==> src/rtl/ad7606_seq_ctrl.sv <==
// AD7606 sequencer: ADC reset pulse, periodic CONVST, BUSY tracking and parallel readout.
// Optional BUSY timeout guard enabled by defining AD7606_BUSY_TMO_EN.
module ad7606_seq_ctrl #(
  parameter int SAMPLE_DIV = 2500,
  parameter int CH_NUM     = 8,
  parameter int RST_CYC    = 10,
  parameter int CONV_LOW   = 2,
  parameter int RD_LOW     = 3,
  parameter int RD_HIGH    = 2,
  parameter int BUSY_TMO   = 500
) (
  input  logic        clk_50,
  input  logic        rst,
  input  logic        run,
  input  logic [2:0]  os_cfg,
  output logic [2:0]  os,
  output logic        rst_ad7606,
  output logic        cva,
  output logic        cvb,
  output logic        cs_n,
  output logic        rd_n,
  input  logic        busy,
  input  logic [15:0] data,
  output logic [15:0] ch_data,
  output logic [2:0]  ch_idx,
  output logic        ch_valid,
  output logic        frame_done,
  output logic        overrun,
  output logic        tmo_err
);

  function automatic int max_of(input int a, input int b);
    return (a > b) ? a : b;
  endfunction

  // One phase counter serves every timed state, so it is sized for the longest phase.
  localparam int CNT_MAX = max_of(max_of(RST_CYC, BUSY_TMO),
                                  max_of(CONV_LOW, max_of(RD_LOW, RD_HIGH)));
  localparam int CW = $clog2(CNT_MAX + 1);
  localparam int TW = $clog2(SAMPLE_DIV);

  localparam logic [TW-1:0] TICK_LAST = TW'(SAMPLE_DIV - 1);
  localparam logic [CW-1:0] RST_LAST  = CW'(RST_CYC - 1);
  localparam logic [CW-1:0] CONV_LAST = CW'(CONV_LOW - 1);
  localparam logic [CW-1:0] RDL_LAST  = CW'(RD_LOW - 1);
  localparam logic [CW-1:0] RDH_LAST  = CW'(RD_HIGH - 1);
  localparam logic [2:0]    CH_LAST   = 3'(CH_NUM - 1);

  typedef enum logic [2:0] {
    S_RESET, S_IDLE, S_CONV, S_WAIT_BH, S_WAIT_BL, S_RD_L, S_RD_H
  } state_t;

  state_t          state, state_n;
  logic [CW-1:0]   cnt, cnt_n;
  logic [2:0]      ch_cnt, ch_cnt_n;
  logic [TW-1:0]   tick_cnt;
  logic            tick;
  logic            busy_m, busy_s, busy_d;
  logic            busy_rise, busy_fall;
  logic            capture, done_n;

  // BUSY is asynchronous to clk_50: two flops, then a third for edge detection.
  always_ff @(posedge clk_50 or posedge rst) begin
    if (rst) begin
      busy_m <= 1'b0;
      busy_s <= 1'b0;
      busy_d <= 1'b0;
    end else begin
      busy_m <= busy;
      busy_s <= busy_m;
      busy_d <= busy_s;
    end
  end

  assign busy_rise = busy_s & ~busy_d;
  assign busy_fall = ~busy_s & busy_d;

  always_ff @(posedge clk_50 or posedge rst) begin
    if (rst)
      tick_cnt <= '0;
    else if (!run || tick_cnt == TICK_LAST)
      tick_cnt <= '0;
    else
      tick_cnt <= tick_cnt + TW'(1);
  end

  assign tick = run && (tick_cnt == TICK_LAST);

  always_ff @(posedge clk_50 or posedge rst) begin
    if (rst) begin
      state  <= S_RESET;
      cnt    <= '0;
      ch_cnt <= '0;
    end else begin
      state  <= state_n;
      cnt    <= cnt_n;
      ch_cnt <= ch_cnt_n;
    end
  end

`ifdef AD7606_BUSY_TMO_EN
  localparam logic [CW-1:0] TMO_LAST = CW'(BUSY_TMO - 1);
  logic tmo_n;
`endif

  always_comb begin
    state_n  = state;
    cnt_n    = cnt;
    ch_cnt_n = ch_cnt;
    capture  = 1'b0;
    done_n   = 1'b0;
`ifdef AD7606_BUSY_TMO_EN
    tmo_n    = 1'b0;
`endif
    case (state)
      S_RESET: begin
        if (cnt == RST_LAST) begin
          state_n = S_IDLE;
          cnt_n   = '0;
        end else begin
          cnt_n = cnt + CW'(1);
        end
      end
      S_IDLE: begin
        if (tick) begin
          state_n = S_CONV;
          cnt_n   = '0;
        end
      end
      S_CONV: begin
        if (cnt == CONV_LAST) begin
          state_n = S_WAIT_BH;
          cnt_n   = '0;
        end else begin
          cnt_n = cnt + CW'(1);
        end
      end
      S_WAIT_BH: begin
        if (busy_rise) state_n = S_WAIT_BL;
      end
      S_WAIT_BL: begin
        if (busy_fall) begin
          state_n  = S_RD_L;
          cnt_n    = '0;
          ch_cnt_n = '0;
        end
      end
      S_RD_L: begin
        if (cnt == RDL_LAST) begin
          capture = 1'b1;
          state_n = S_RD_H;
          cnt_n   = '0;
        end else begin
          cnt_n = cnt + CW'(1);
        end
      end
      S_RD_H: begin
        if (cnt == RDH_LAST) begin
          cnt_n = '0;
          if (ch_cnt == CH_LAST) begin
            state_n = S_IDLE;
            done_n  = 1'b1;
          end else begin
            ch_cnt_n = ch_cnt + 3'd1;
            state_n  = S_RD_L;
          end
        end else begin
          cnt_n = cnt + CW'(1);
        end
      end
      default: begin
        state_n = S_RESET;
        cnt_n   = '0;
      end
    endcase
`ifdef AD7606_BUSY_TMO_EN
    // The wait counter spans both BUSY edges; a BUSY fall hands over to the read phase.
    if (state == S_WAIT_BH || (state == S_WAIT_BL && !busy_fall)) begin
      if (cnt == TMO_LAST) begin
        tmo_n   = 1'b1;
        state_n = S_RESET;
        cnt_n   = '0;
      end else begin
        cnt_n = cnt + CW'(1);
      end
    end
`endif
  end

  // Bus strobes are decoded from the next state so they line up exactly with the state register.
  always_ff @(posedge clk_50 or posedge rst) begin
    if (rst) begin
      rst_ad7606 <= 1'b1;
      cva        <= 1'b1;
      cvb        <= 1'b1;
      cs_n       <= 1'b1;
      rd_n       <= 1'b1;
      os         <= 3'd0;
      ch_data    <= 16'd0;
      ch_idx     <= 3'd0;
      ch_valid   <= 1'b0;
      frame_done <= 1'b0;
      overrun    <= 1'b0;
    end else begin
      rst_ad7606 <= (state_n == S_RESET);
      cva        <= (state_n != S_CONV);
      cvb        <= (state_n != S_CONV);
      cs_n       <= !(state_n == S_RD_L || state_n == S_RD_H);
      rd_n       <= (state_n != S_RD_L);
      if (state == S_IDLE) os <= os_cfg;
      if (capture) begin
        ch_data <= data;
        ch_idx  <= ch_cnt;
      end
      ch_valid   <= capture;
      frame_done <= done_n;
      overrun    <= tick && (state != S_IDLE);
    end
  end

`ifdef AD7606_BUSY_TMO_EN
  always_ff @(posedge clk_50 or posedge rst) begin
    if (rst) tmo_err <= 1'b0;
    else     tmo_err <= tmo_n;
  end
`else
  assign tmo_err = 1'b0;
`endif

endmodule
==> config.mk <==
export PLATFORM = sky130hd
export DESIGN_NAME = ad7606_seq_ctrl
export DESIGN_NICKNAME = d
export VERILOG_FILES = /design/src/rtl/ad7606_seq_ctrl.sv
export SDC_FILE = /design/constraint.sdc
export NUM_CORES = 1
export LEC_CHECK = 0
export CAP_MARGIN = 20
export CORE_UTILIZATION = 39
export CTS_BUF_LIST = sky130_fd_sc_hd__clkbuf_8 sky130_fd_sc_hd__clkbuf_16
export CTS_CLUSTER_SIZE = 16
export DETAILED_ROUTE_END_ITERATION = 10
export SLEW_MARGIN = 20
export SYNTH_ARGS = -nofsm -noshare
export SYNTH_HDL_FRONTEND = slang
export SYNTH_SLANG_ARGS = --single-unit
==> constraint.sdc <==
create_clock -name clk_50 -period 2.3 [get_ports clk_50]
set_clock_uncertainty 0.1 [all_clocks]
set_input_delay 0.46 -clock clk_50 [delete_from_list [all_inputs] [get_ports clk_50]]
set_output_delay 0.46 -clock clk_50 [all_outputs]
set_load 0.005 [all_outputs]
Yosys cells after proc, flatten, opt, wreduce, memory -nomap -nowiden
Index checks and enable logic that the tools add are counted.

Register bits: 59. Latch bits: 0. Bits in writable memories: 0. Memory bits (read-only): 0. Bits of input ports: 23. Logic and storage cells: 82. Memories kept: 0.

Add/subtract/negate cells: 3. $mul: 0. Divide/modulo/power cells: 0. Magnitude comparators: 0. Equal/unequal tests: 20. Shift operators: 0. Muxes and demuxes: 25. Bitwise operators: 5. Reductions and logical operators: 12.

Operator list (number): 9-bit one-hot mux with 6 select lines (1); 9-bit two-way mux (5); 3-bit two-way mux (11); 3-bit one-hot mux with 7 select lines (1); 3-bit equality test, second input constant (6); 12-bit by 1-bit adder with 12-bit output, second input constant (1); 12-bit equality test, second input constant (1); 12-bit two-way mux (1); 9-bit by 1-bit adder with 9-bit output, second input constant (1); 9-bit by 1-bit equality test with 1-bit output, second input constant (1); 9-bit by 2-bit equality test with 1-bit output, second input constant (1); 9-bit by 4-bit equality test with 1-bit output, second input constant (1); 2-bit != test, second input constant (4); 3-bit by 2-bit equality test with 1-bit output, second input constant (2); 3-bit logical NOT (2); 3-bit one-hot mux with 2 select lines (1); 1-bit two-way mux (5); 4-bit AND reduction (1); 3-bit by 1-bit adder with 3-bit output, second input constant (1); 3-bit by 1-bit equality test with 1-bit output, second input constant (1); 3-bit by 1-bit != test with 1-bit output, second input constant (1); 3-bit by 2-bit != test with 1-bit output, second input constant (1); 3-bit != test, second input constant (1); 1-bit NOT (3); other kinds (7) (11).

Longest topological paths before layout
Depth after elaboration: 7. Mapped depth: 9. Depth with buffers taken out: 8.

Least setup slack after synthesis
OpenSTA, ideal clock, no wires.

Kind: flip-flop to flip-flop. Start: reg cnt[1]. End: reg rst_ad7606. Setup time: 0.089 ns. Data arrival time: 1.813 ns. Required time: 2.111 ns. Setup slack: 0.298 ns. Stages on the path, launching flop included: 8. Buffers on the path: 0. Period minus slack after synthesis: 2.002 ns. Cells stage by stage: dfrtp_1 > inv_1 > ha_1 > nor4b_2 > nand3_1 > a222oi_1 > inv_1 > nor4b_2.

Longest elaborated chain between the ends: 4. Elaborated cells between the ends (all ways): 9. Classes of those cells: eq/ne (3); mux (5); reduce/logical (1).

RTL lines: start, declared (RTL line 54) `logic [CW-1:0] cnt, cnt_n;`; start signal, assigned (RTL line 96) `cnt <= cnt_n;`; 9-bit by 1-bit equality test with 1-bit output (tied with other cells) (RTL line 131, 158); 3-bit two-way mux, on equally long branches; 3-bit one-hot mux with 7 select lines (*) (RTL line 115) `case (state)`; net state_n[2] (RTL line 53) `state_t state, state_n;`; 3-bit logical NOT (*) (RTL line 205) `rst_ad7606 <= (state_n == S_RESET);`; end signal, assigned (RTL line 205); end, declared (RTL line 17) `output logic rst_ad7606,`.

Mark *: on every way through the listed nets, which the timed path passes. The rest lies on a longest branch. A chain may end at the register's enable or synchronous reset.

Worst setup path after layout
Start: reg cnt[0]. End: reg cnt[5].

Longest elaborated chain between the ends: 3. Elaborated cells between the ends (all ways): 8. Classes of those cells: add/sub (1); eq/ne (3); mux (4).

RTL lines (RTL line): 9-bit by 1-bit adder with 9-bit output (tied with other cells); 9-bit two-way mux, on equally long branches; 9-bit one-hot mux with 6 select lines (*) (115).

Mark *: on every way between the ends. The rest lies on a longest branch, timed or not.

==> impl_metrics.env <==
export IMPL_status="complete, no violations"
export IMPL_wl_met1_um=2630
export IMPL_drt_iter0_markers=127
export IMPL_clk_pin_slew_ns=0.07
export IMPL_async_reset_ff_frac=1.00
export IMPL_drc=0
export IMPL_wl_met3_um=196
export IMPL_synthFlopType="dfrtp_1"
export IMPL_cts_setup_buffers=0
export IMPL_antenna_cells=0
export IMPL_synth_top_area_cell="dfrtp_1"
export IMPL_grt_use_total=0.163
export IMPL_dpl_cell_area_mm2=0.00348
export IMPL_cts_made_buffers=9
export IMPL_start_util=0.406
export IMPL_avgViaCountPerCell=4.82
export IMPL_cts_max_path_buffers=2
export IMPL_synth_edff_count=0
export IMPL_vias=2160
export IMPL_ys_ff_latch=59
export IMPL_irDropWorstVdd_uv=592
export IMPL_synth_area_top_cells="dfrtp_1, nand2_1, dfstp_2"
export IMPL_cts_max_level=3
export IMPL_grt_max_degree=60
export IMPL_leakagePower_nw=1.71
export IMPL_r2r_cells=8
export IMPL_clkLatencyLatePin_ns=0.33
export IMPL_antenna_found_initial=0
export IMPL_synth_compound_area_frac=0.0753
export IMPL_drv_cap=0
export IMPL_post_dp_hpwl_um=3930
export IMPL_cts_tree="done"
export IMPL_finalCriticalPeriod_ns=2.13
export IMPL_clock_sinks=59
export IMPL_ys_seq_area_frac=0.531
export IMPL_worst_path_buf_inv=2
export IMPL_slowest_delay_ns=0.50
export IMPL_path_class="flip-flop to flip-flop"
export IMPL_io_buffers=52
export IMPL_drt_wirelength_per_cell_um=12.4
export IMPL_finalCritPeriodShare=0.925
export IMPL_root_buffer="clkbuf_8"
export IMPL_die_w_um=86.6
export IMPL_hold_depth=0
export IMPL_final_cell_area_mm2=0.00371
export IMPL_avgSynthCellArea_um2=9.86
export IMPL_fillers=644
export IMPL_grt_pass1_vias=2030
export IMPL_synthesis_area_mm2=0.00279
export IMPL_final_hold_viol_count=0
export IMPL_yosys_area_share_adder=0.0269
export IMPL_yosysWarnings=0
export IMPL_dr_pass1_iters=4
export IMPL_cpMaxStageDelayCell="or4b_1"
export IMPL_crit_fanout=8
export IMPL_gp_congestion=0.783
export IMPL_power_density_mw_per_mm2=1130
export IMPL_synthCells=283
export IMPL_drive_gt1_frac=0.145
export IMPL_startpoint_type="flip-flop"
export IMPL_die_area_mm2=0.00750
export IMPL_synth_simple_area_share=0.266
export IMPL_setup_tns_ns=0
export IMPL_synth_top_family_by_area="simple AND/OR/NAND/NOR gates"
export IMPL_fmax_ghz=0.470
export IMPL_hold_class="flip-flop to flip-flop"
export IMPL_path_cells="inv_1 > ha_1 > or4b_1 > o21ai_1 > nand3_2 > buf_4 > a21oi_1 > a31oi_1"
export IMPL_nets=376
export IMPL_wl_um=5570
export IMPL_setup_violations=0
export IMPL_die_h_um=86.6
export IMPL_wl_met2_um=2600
export IMPL_synthMuxAreaShare=0.0242
export IMPL_syn_to_final_growth_pct=32.9
export IMPL_gr_total_overflow=0
export IMPL_worstPathRequired_ns=2.40
export IMPL_ioPinCount=54
export IMPL_rows=30
export IMPL_crit_family="simple AND/OR/NAND/NOR gates"
export IMPL_highest_layer="met4"
export IMPL_critical_path_depth=8
export IMPL_critPathCaptureType="flip-flop"
export IMPL_grt_pass1_wl_um=9290
export IMPL_ys_types=52
export IMPL_ant_nets=0
export IMPL_crit_arrival_ns=2.23
export IMPL_syn_num_nets=312
export IMPL_yosys_area_top_type_share=0.493
export IMPL_slew_viol_final=0
export IMPL_coreArea_mm2=0.00687
export IMPL_synth_xor_area_share=0.0408
export IMPL_grt_setup_unrepaired="no"
[metal layers]
layer  vias up  global-route usage
met2        44               0.254
met3        14              0.0371
li1       1085                   -
met4         0               0.100
met5         -                   0
met1      1017               0.207
[what timing repair did]
action                                  CTS  global route
hold buffers                              0             0
endpoints found under the setup margin    0             7
resized for setup                         0             2
[worst paths after layout]
| path | startpoint | slack [ns] | end |
|---|---|---|---|
| worst max-delay path | cnt[0] | 0.17 | cnt[5] |
| worst min-delay path | busy_m | 0.25 | busy_s |
| worst max register to register | cnt[0] | 0.17 | cnt[5] |
| worst min register to register | busy_m | 0.25 | busy_s |
| max in group asynchronous | rst | 1.40 | cs_n |
| min in group asynchronous | rst | 0.39 | ch_data[6] |
[flip-flops by register name, summed over array words and instances, names as in the netlist]
name and count:
os 3, cs_n 1, busy_s 1, rd_n 1, ch_cnt 3, ch_valid 1
state 3, cvb 1, frame_done 1, overrun 1, busy_m 1, rst_ad7606 1
ch_data 16, tick_cnt 12, ch_idx 3, busy_d 1, cnt 9
[kinds of logic after synthesis]
family,after synthesis
muxes,6
other,1
adders and majority gates,6
buffers and inverters,22
xor gates and xnor gates,13
and+or+nand+nor,148
DFF,59
AOI/OAI and AO/OA,28
[where the power goes]
part | switching, mW | internal, mW | leakage [nW]
registers | 0.221 | 1.33 | 0.722
clock network | 0.415 | 0.607 | 0.111
logic | 0.727 | 0.894 | 0.882
[metrics by stage]
| step | setup WS (ns) | std cells | hold WS, ns | power (mW) | utilization |
|---|---|---|---|---|---|
| final | 0.173 | 448 | 0.252 | 4.20 | 0.540 |
| after global routing | 0.0138 | 448 | 0.264 | 4.52 | 0.540 |
| after CTS | 0.123 | 448 | 0.252 | 4.24 | 0.539 |
| after detailed placement | 0.0746 | 432 | 0.237 | 3.19 | 0.507 |
| after global placement | 0.0621 | 432 | 0.234 | 3.16 | 0.507 |
| after floorplan | 0.290 | 283 | 0.231 | 2.43 | - |
[synthesized netlist by cell type (2+ instances only)]
cell type	number
buf_4	2
a21oi_1	6
nand2_1	70
xnor2_1	6
and4_1	2
dfrtp_1	55
nand3_1	11
a31oi_1	6
a211o_1	2
clkbuf_1	6
nand2b_1	6
nor4b_2	2
nor2_1	22
and3_1	9
xor2_1	7
ha_1	6
dfstp_2	4
nor3_1	4
inv_1	9
mux2_2	6
a22o_1	3
buf_2	4
and2_1	2
nor2b_1	4
o22ai_1	2
[cells in the final DEF, fill, tap and decap left out, types with 2 or more instances in the layout]
master,count
a22o_1,3
o22ai_1,2
ha_1,6
nand2_1,70
nor4b_2,2
bufinv_16,2
xnor2_1,6
dfrtp_1,55
nand3_1,10
clkinv_4,2
nor2b_1,4
a31oi_1,6
a21oi_1,6
inv_1,9
buf_4,12
xor2_1,7
mux2_2,6
nor3_1,4
and2_1,2
clkdlybuf4s50_1,52
nand2b_1,6
a211o_1,2
nor2_1,22
dfstp_2,4
and3_1,9
and4_1,2
clkinv_2,2
clkbuf_8,9
[final cells by class]
type	count	area (um^2)	share of cell area
clock buffers	9	124	0.0334
clock inverters	7	93.8	0.0253
inverters	10	38.8	0.0105
multi-input cells	202	1220	0.329
flip-flops and latches	59	1480	0.400
well taps	96	120	0.0324
repair buffers	65	631	0.170
[worst reg2reg max path, delay by kind of cell, from the launching register on]
family	cells	cell delay (ns)
simple gates	2	0.66
flops	1	0.43
compound gates	3	0.39
buf+inv	2	0.28
fa+ha+maj	1	0.14
No activity file was read; power rests on OpenSTA's default activity.
